--- src/rtl/seg_scan_driver.sv ---
// Four-digit multiplexed 7-seg driver: per-frame input snapshot, anti-ghost blanking
// at every digit change, and whole-display flashing while fail is high.
//
//   state    | meaning
//   ---------+---------------------------------------------------------
//   ST_BLANK | start of a digit slot, every anode off (anti-ghost gap)
//   ST_DRIVE | current digit's anode on with its snapshot pattern
module seg_scan_driver #(
  parameter int SCAN_DIV  = 100_000,
  parameter int BLANK_CYC = 1_000,
  parameter int FLASH_DIV = 25_000_000
) (
  input  logic       clock,
  input  logic       reset,
  input  logic [6:0] seg0,
  input  logic [6:0] seg1,
  input  logic [6:0] seg2,
  input  logic [6:0] seg3,
  input  logic [3:0] dp_n,
  input  logic [3:0] digit_en,
  input  logic       fail,
  output logic [3:0] an,
  output logic [6:0] seg,
  output logic       dp
);

  localparam int SW = $clog2((SCAN_DIV > 2) ? SCAN_DIV : 2);
  localparam int FW = $clog2((FLASH_DIV > 2) ? FLASH_DIV : 2);
  localparam logic [SW-1:0] SLOT_LAST  = SW'(SCAN_DIV - 1);
  localparam logic [SW-1:0] BLANK_END  = SW'(BLANK_CYC);
  localparam logic [FW-1:0] FLASH_LAST = FW'(FLASH_DIV - 1);

  typedef enum logic {ST_BLANK, ST_DRIVE} state_t;

  state_t           r_state;
  state_t           w_state_nxt;
  logic [SW-1:0]    r_slot_cnt;
  logic [SW-1:0]    w_slot_nxt;
  logic             w_slot_wrap;
  logic [1:0]       r_idx;
  logic [FW-1:0]    r_flash_cnt;
  logic             r_visible;
  logic             r_load_pend;
  logic             w_snap_load;
  logic [3:0][6:0]  r_snap_seg;
  logic [3:0]       r_snap_dp;
  logic [3:0]       r_snap_en;
  logic             w_show;
  logic [3:0]       w_an_nxt;
  logic [6:0]       w_seg_nxt;
  logic             w_dp_nxt;
  logic [3:0]       r_an;
  logic [6:0]       r_seg;
  logic             r_dp;

  always_comb begin
    w_slot_wrap = 1'b0;
    w_slot_nxt  = r_slot_cnt + 1'b1;
    w_state_nxt = r_state;
    w_snap_load = 1'b0;
    w_show      = 1'b0;
    w_an_nxt    = 4'b1111;
    w_seg_nxt   = 7'h7F;
    w_dp_nxt    = 1'b1;

    if (r_slot_cnt == SLOT_LAST) begin
      w_slot_wrap = 1'b1;
      w_slot_nxt  = '0;
    end
    // State tracks the slot position, so BLANK_CYC=0 simply never blanks.
    w_state_nxt = (w_slot_nxt < BLANK_END) ? ST_BLANK : ST_DRIVE;
    w_snap_load = r_load_pend | (w_slot_wrap & (r_idx == 2'd3));

    w_show = (r_state == ST_DRIVE) && r_visible && r_snap_en[r_idx];
    if (w_show) begin
      w_an_nxt  = ~(4'b0001 << r_idx);
      w_seg_nxt = r_snap_seg[r_idx];
      w_dp_nxt  = r_snap_dp[r_idx];
    end
  end

  always_ff @(posedge clock) begin
    if (reset) begin
      r_state     <= ST_BLANK;
      r_slot_cnt  <= '0;
      r_idx       <= 2'd0;
      r_load_pend <= 1'b1;
      r_snap_seg  <= {4{7'h7F}};
      r_snap_dp   <= 4'b1111;
      r_snap_en   <= 4'b0000;
      r_an        <= 4'b1111;
      r_seg       <= 7'h7F;
      r_dp        <= 1'b1;
    end else begin
      r_state    <= w_state_nxt;
      r_slot_cnt <= w_slot_nxt;
      if (w_slot_wrap) r_idx <= r_idx + 2'd1;
      if (w_snap_load) begin
        r_snap_seg  <= {seg3, seg2, seg1, seg0};
        r_snap_dp   <= dp_n;
        r_snap_en   <= digit_en;
        r_load_pend <= 1'b0;
      end
      r_an  <= w_an_nxt;
      r_seg <= w_seg_nxt;
      r_dp  <= w_dp_nxt;
    end
  end

  // Flash timer is independent of the scan so toggling never shifts digit timing.
  always_ff @(posedge clock) begin
    if (reset || !fail) begin
      r_flash_cnt <= '0;
      r_visible   <= 1'b1;
    end else if (r_flash_cnt == FLASH_LAST) begin
      r_flash_cnt <= '0;
      r_visible   <= ~r_visible;
    end else begin
      r_flash_cnt <= r_flash_cnt + 1'b1;
    end
  end

  assign an  = r_an;
  assign seg = r_seg;
  assign dp  = r_dp;

endmodule
--- config.mk ---
export PLATFORM = sky130hd
export DESIGN_NAME = seg_scan_driver
export DESIGN_NICKNAME = d
export VERILOG_FILES = /design/src/rtl/seg_scan_driver.sv
export SDC_FILE = /design/constraint.sdc
export NUM_CORES = 1
export LEC_CHECK = 0
export ABC_CLOCK_PERIOD_IN_PS = 3500
export CORE_ASPECT_RATIO = 0.7
export CORE_MARGIN = 3
export CORE_UTILIZATION = 45
export DETAILED_ROUTE_END_ITERATION = 7
export GPL_ROUTABILITY_DRIVEN = 0
export HOLD_SLACK_MARGIN = 0.12
export PLACE_DENSITY_LB_ADDON = 0.1
export SLEW_MARGIN = 20
export SYNTH_ARGS = -nofsm -noshare
export SYNTH_HDL_FRONTEND = slang
export SYNTH_SLANG_ARGS = --single-unit
--- constraint.sdc ---
create_clock -name clock -period 3.5 [get_ports clock]
set_input_delay 0.7 -clock clock [delete_from_list [all_inputs] [get_ports clock]]
set_output_delay 0.7 -clock clock [all_outputs]
set_load 0.005 [all_outputs]
---- After elaboration in Yosys (flattened, before gate mapping) ----
Cells that the tools add are included.
cells by class
  eq/ne operators ......................... 3
  $mul .................................... 0
  muxes and demuxes ....................... 9
  bitwise logic cells ..................... 5
  div/mod/pow operators ................... 0
  $lt $le $gt $ge ......................... 2
  shift-type cells ........................ 1
  $add $sub $neg .......................... 3
  reduce and logical (&&, ||, !) cells .... 6
operators by type and width
  operator                                                                        number
  25-bit by 1-bit adder with 25-bit output, second input constant                 1
  25-bit == test, second input constant                                           1
  17-bit by 1-bit adder with 17-bit output, second input constant                 1
  17-bit == test, second input constant                                           1
  17-bit by 10-bit less-than comparator with 1-bit output, second input constant  1
  17-bit two-way mux                                                              1
  7-bit binary-select mux with 2-bit select                                       1
  7-bit two-way mux                                                               1
  1-bit binary-select mux with 2-bit select                                       2
  1-bit two-way mux                                                               4
  4-bit NOT                                                                       1
  2-bit OR reduction                                                              2
  1-bit by 2-bit << shifter with 4-bit output, first input constant               1
  2-bit by 3-bit less-than comparator with 1-bit output, second input constant    1
  2-bit by 1-bit adder with 2-bit output, second input constant                   1
  2-bit == test, second input constant                                            1
  1-bit logical AND                                                               2
  1-bit NOT                                                                       2
  1-bit bitwise AND                                                               1
  1-bit zero test                                                                 1
  1-bit logical OR                                                                1
  1-bit bitwise OR                                                                1
storage, ports and cells
  bits in registers ....................... 95
  memories kept ........................... 0
  ROM bits ................................ 0
  bits in latches ......................... 0
  logic and storage cells ................. 44
  bits of input ports ..................... 39
  RAM bits ................................ 0
  output and inout port bits .............. 12

---- Longest topological paths before layout ----
  depth in word-level cells ............... 5
  gate-level depth with buffers ........... 11
  depth with buffers taken out ............ 7

---- Least setup slack after synthesis ----
OpenSTA, ideal clock, no wires.
  path kind ............................... register to register
  start point ............................. reg r_slot_cnt[0]
  end point ............................... reg r_snap_dp[1]
  library setup time ...................... 0.120 ns
  arrival time ............................ 1.895 ns
  cell stages (with the launch flop) ...... 11
  period minus slack after synthesis ...... 2.014 ns
  path slack .............................. 1.486 ns
  required time ........................... 3.380 ns
  path buffers ............................ 3
  path through ............................ dfxtp_1 -> ha_1 -> buf_2 -> nand2_1 -> nor2_1 -> and4_1 -> buf_6 -> a21oi_4 -> clkbuf_1 -> nor2b_1 -> a211o_1
between the ends
  cells in the longest elaborated chain, start to end .. 4
RTL lines
  item                    line  source
  from (decl)             37    logic [SW-1:0] r_slot_cnt;
  from (signal assigned)  96    r_slot_cnt <= w_slot_nxt;
  17-bit == test          66    if (r_slot_cnt == SLOT_LAST) begin
  1-bit two-way mux       66
  1-bit bitwise AND       72    w_snap_load = r_load_pend | (w_slot_wrap & (r_idx == 2'd3));
  1-bit bitwise OR        72
  to (signal assigned)    100   r_snap_dp <= dp_n;
  to (decl)               46    logic [3:0] r_snap_dp;
Every way passes these cells.
A chain may end at the register's enable or synchronous reset.

---- Worst setup path after layout ----
  start point ............................. reg r_slot_cnt[0]
  end point ............................... reg r_snap_seg[4] (netlist bit)
between the ends
  cells in the longest elaborated chain, start to end .. 4
RTL lines
  item                  line  source
  17-bit == test        66
  1-bit two-way mux     66
  1-bit bitwise AND     72
  1-bit bitwise OR      72
  to (signal assigned)  88    r_snap_seg <= {4{7'h7F}};
  to (signal assigned)  99    r_snap_seg <= {seg3, seg2, seg1, seg0};
  to (decl)             45    logic [3:0][6:0] r_snap_seg;
Every way passes these cells.

==> flow_summary.yaml <==
logic_synthesis:
  synth_warnings: 0
  synthAdderAreaFrac_pct: 1.82
  synth_cell_types: 42
  number_of_enable_flip_flop_cells_after_synthesis: 0
  post-synth-top-area-fraction_pct: 46.2
  postSynth.topFlopCell: "sky130_fd_sc_hd__dfxtp_1"
  netlist.top_cell.by_area: "sky130_fd_sc_hd__dfxtp_1"
  syn_nets: 469
  synth_area_leaders: "sky130_fd_sc_hd__dfxtp_1 46%, sky130_fd_sc_hd__a211o_1 6.8%, sky130_fd_sc_hd__nor2_1 5.3%"
  synth_compound_area_share_pct: 9.54
  dominant_combinational_cell_family_by_area_after_synthesis: "simple AND/OR/NAND/NOR gates"
  post_synth_inst_count: 424
  synth.cell_area_mm2: 0.00412
  synth_seq_cells: 95
  synth.area.mux_share_pct: 6.38
  synth-xor-area-share_pct: 8.51
  synth.yosys.seq_area_share_pct: 46.2
  synthesis.area_per_instance_um2: 9.71
  synthSimpleGateAreaFrac_pct: 22.5
  async_flop_share_pct: 0
cts:
  clock_sink_count: 95
  post-cts-setup-buffer-count: 0
  worstSkewPairLatency_ps: 340
  clk_pin_slew_worst_paths_ps: 60
  cts_hold_buffers: 0
  clock_h_tree_levels: 3
  post_cts_resized: 0
  cts_tree: "built"
  ctsLongestPathBuffers: 2
  cts_inserted_buffers: 9
  cts_root_buf: "sky130_fd_sc_hd__clkbuf_16"
die:
  fp.dieArea_mm2: 0.0104
  design.core.area_mm2: 0.00869
  die_height_um: 86.0
  initial_utilization_pct: 47.4
  fp.dieW_um: 120
  rows: 28
  num_io_pins: 51
detailed_routing:
  via_count: 2963
  drt-total-wl_mm: 7.97
  avgRoutedWirePerCell_um: 13.7
  via_per_inst: 5.08
  drt_pre_antenna_iters: 4
  drc: 0
  first_iter_violations: 140
  antenna_left: 0
placement:
  io_buffers: 50
  post_dp_cell_area_mm2: 0.00463
  place_hpwl_mm: 5.49
  place.detailed.instances: 567
global_routing:
  grt-ovfl-total: 0
  grt_antenna_before_repair: 0
  grt_first_pass_wirelength_mm: 13.3
  groute.usage.overall_pct: 16.2
  maximum_number_of_pins_on_one_net_before_global_route_repair: 53
  first_global_vias: 2786
pwr:
  vdd_drop_max_v: 0.000256
  share_clk_of_total_power_pct: 46.2
  sw_frac_of_total_pct: 19.4
  totalPowerFinal_uw: 2360
  power.static_leakage_uw: 0.00175
  p_int_uw: 1900
  share_comb_of_total_power_pct: 5.8
  power.density_mw_per_mm2: 475
  net-switching-power_uw: 459
  power.share.sequential_pct: 48.0
flow_run:
  maxCapViolCount: 0
setup_path:
  crit_path_required_time_ps: 3730
  critical_path_origin: "r_slot_cnt[0]"
  crit_end_category: "flop"
  worstPathArrival_ps: 2610
  crit_fanout: 52
  critPathLaunchType: "flop"
  timing.rr.start: "r_slot_cnt[0]"
  setup.worst_path.class: "flop to flop"
sta:
  timing_max_transition_violations_final: 0
  timing.final.setup_violations: 0
  clock_skew_ps: 5.74
  timing.final.crit_period_ps: 2380
  worstMarginPinSlew_ps: 845
  hold_violation_total_from_the_final_report: 0
  period_share_pct: 68.0
  max_slew_margin_pct: 43.6
  fmaxAchievable_ghz: 0.420
  setup_repair_after_global_routing_missed_its_margin: "no"
  tns_ps: 0
layout:
  area_growth_syn_to_layout_pct: 20.7
  final-seq-area_mm2: 0.00190
  drive_gt1_share_pct: 6.70
  fillers: 808
  antenna-diode-count: 0
  final-instance-count-excl-fill: 583
  final_util_pct: 57.2
  fin_area_mm2: 0.00497
  multi_input_comb_area_mm2: 0.00201
  num-nets-final: 503
run_status:
  status: "completed"
min_path:
  hp-class: "flop to flop"
  worst_hold_start: "r_snap_seg[25]"
[stage by stage]
| stage | setup WS (ps) | hold WS [ps] |
|---|---|---|
| 6_report | 1120 | 456 |
| 5_1_grt | 862 | 470 |
| 4_1_cts | 1110 | 462 |
| 3_5_place_dp | 1110 | 447 |
| 3_3_place_gp | 1190 | 438 |
| 2_1_floorplan | 1490 | 425 |
[area by class of cell]
type	instances	area share, %
clock inverter	2	1.21
clock buffer	14	5.71
sequential	95	38.3
tap	120	3.02
inverter	11	0.831
timing repair buffer	52	10.5
multi-input combinational	289	40.4
[worst paths after layout]
kind | to | slack [ps] | cells after the start
worst max register to register | r_snap_seg[4] | 1120 | 8
worst min register to register | r_snap_seg[25] | 460 | 1
worst max-delay path | r_snap_seg[4] | 1120 | 8
worst min-delay path | r_snap_seg[25] | 460 | 1
[cell families (layout without fill, tap and decap cells)]
logic type / count (synthesis) / in the layout
AO/OA/AOI/OAI: 48 / 48
XOR/XNOR: 40 / 40
adder cells (fa/ha/maj): 6 / 6
buffers and inverters: 40 / 79
flip-flops: 95 / 95
multiplexers: 15 / 15
AND/OR/NAND/NOR: 180 / 180
[state kept, by name (all words and copies together), names as in the netlist]
signal / count
r_snap_seg: 28
r_flash_cnt: 25
r_slot_cnt: 17
seg: 7
an: 4
r_snap_dp: 4
r_snap_en: 4
r_idx: 2
dp: 1
r_load_pend: 1
r_state: 1
r_visible: 1
[per-layer routing]
metal | routed length [um] | vias to the layer above | GRT usage, %
li1 | - | 1528 | -
met1 | 4040 | 1366 | 22.5
met2 | 3410 | 56 | 23.7
met3 | 376 | 13 | 4.81
met4 | 129 | 0 | 6.58
met5 | 0 | - | 0
[critical path: stages (launching register included)]
cell and delay, ps:
sky130_fd_sc_hd__dfxtp_1 330, sky130_fd_sc_hd__ha_1 320, sky130_fd_sc_hd__nand2_1 170, sky130_fd_sc_hd__nor2_1 70
sky130_fd_sc_hd__and4_1 280, sky130_fd_sc_hd__a21oi_4 440, sky130_fd_sc_hd__buf_12 290, sky130_fd_sc_hd__nor2b_1 80
sky130_fd_sc_hd__a211o_1 270
[cells in the mapped netlist (3+ instances only)]
library cell	number
sky130_fd_sc_hd__buf_2	9
sky130_fd_sc_hd__inv_1	11
sky130_fd_sc_hd__nand2b_1	8
sky130_fd_sc_hd__buf_6	6
sky130_fd_sc_hd__a31oi_1	4
sky130_fd_sc_hd__nand3_1	20
sky130_fd_sc_hd__nand4_1	7
sky130_fd_sc_hd__nand2_1	19
sky130_fd_sc_hd__a211o_1	32
sky130_fd_sc_hd__clkbuf_1	13
sky130_fd_sc_hd__nor3_1	8
sky130_fd_sc_hd__dfxtp_1	95
sky130_fd_sc_hd__o21ai_0	5
sky130_fd_sc_hd__xnor2_1	20
sky130_fd_sc_hd__xor2_1	20
sky130_fd_sc_hd__and3_1	4
sky130_fd_sc_hd__mux2i_1	6
sky130_fd_sc_hd__nor2_1	58
sky130_fd_sc_hd__mux4_2	9
sky130_fd_sc_hd__and4_1	3
sky130_fd_sc_hd__nor4_1	8
sky130_fd_sc_hd__ha_1	6
sky130_fd_sc_hd__nor2b_1	34
[power by group through the flow]
stage	Sequential [uW]	Combinational [uW]	Clock (uW)
3_3_place_gp	1160	136	0
6_report	1130	137	1090
5_1_grt	1140	151	1160
4_1_cts	1130	139	1120
2_1_floorplan	1150	89.4	0
3_5_place_dp	1160	139	0
[layout by cell type, fill, tap and decap left out, drive strengths merged, types with 2 or more instances in the layout]
cell / Yosys / layout
dfxtp: 95 / 95
nor2: 58 / 58
clkdlybuf4s50: 0 / 49
nor2b: 34 / 34
a211o: 32 / 32
nand3: 20 / 20
xor2: 20 / 20
xnor2: 20 / 20
nand2: 19 / 19
clkbuf: 13 / 14
inv: 11 / 11
mux4: 9 / 9
nor4: 9 / 9
nor3: 8 / 8
nand2b: 8 / 8
nand4: 7 / 7
mux2i: 6 / 6
ha: 6 / 6
o21ai: 5 / 5
and3: 4 / 4
a31oi: 4 / 4
and4: 3 / 3
buf: 16 / 3
bufinv: 0 / 2
or3b: 2 / 2
a21oi: 2 / 2
Power figures use the tool's default switching activity.
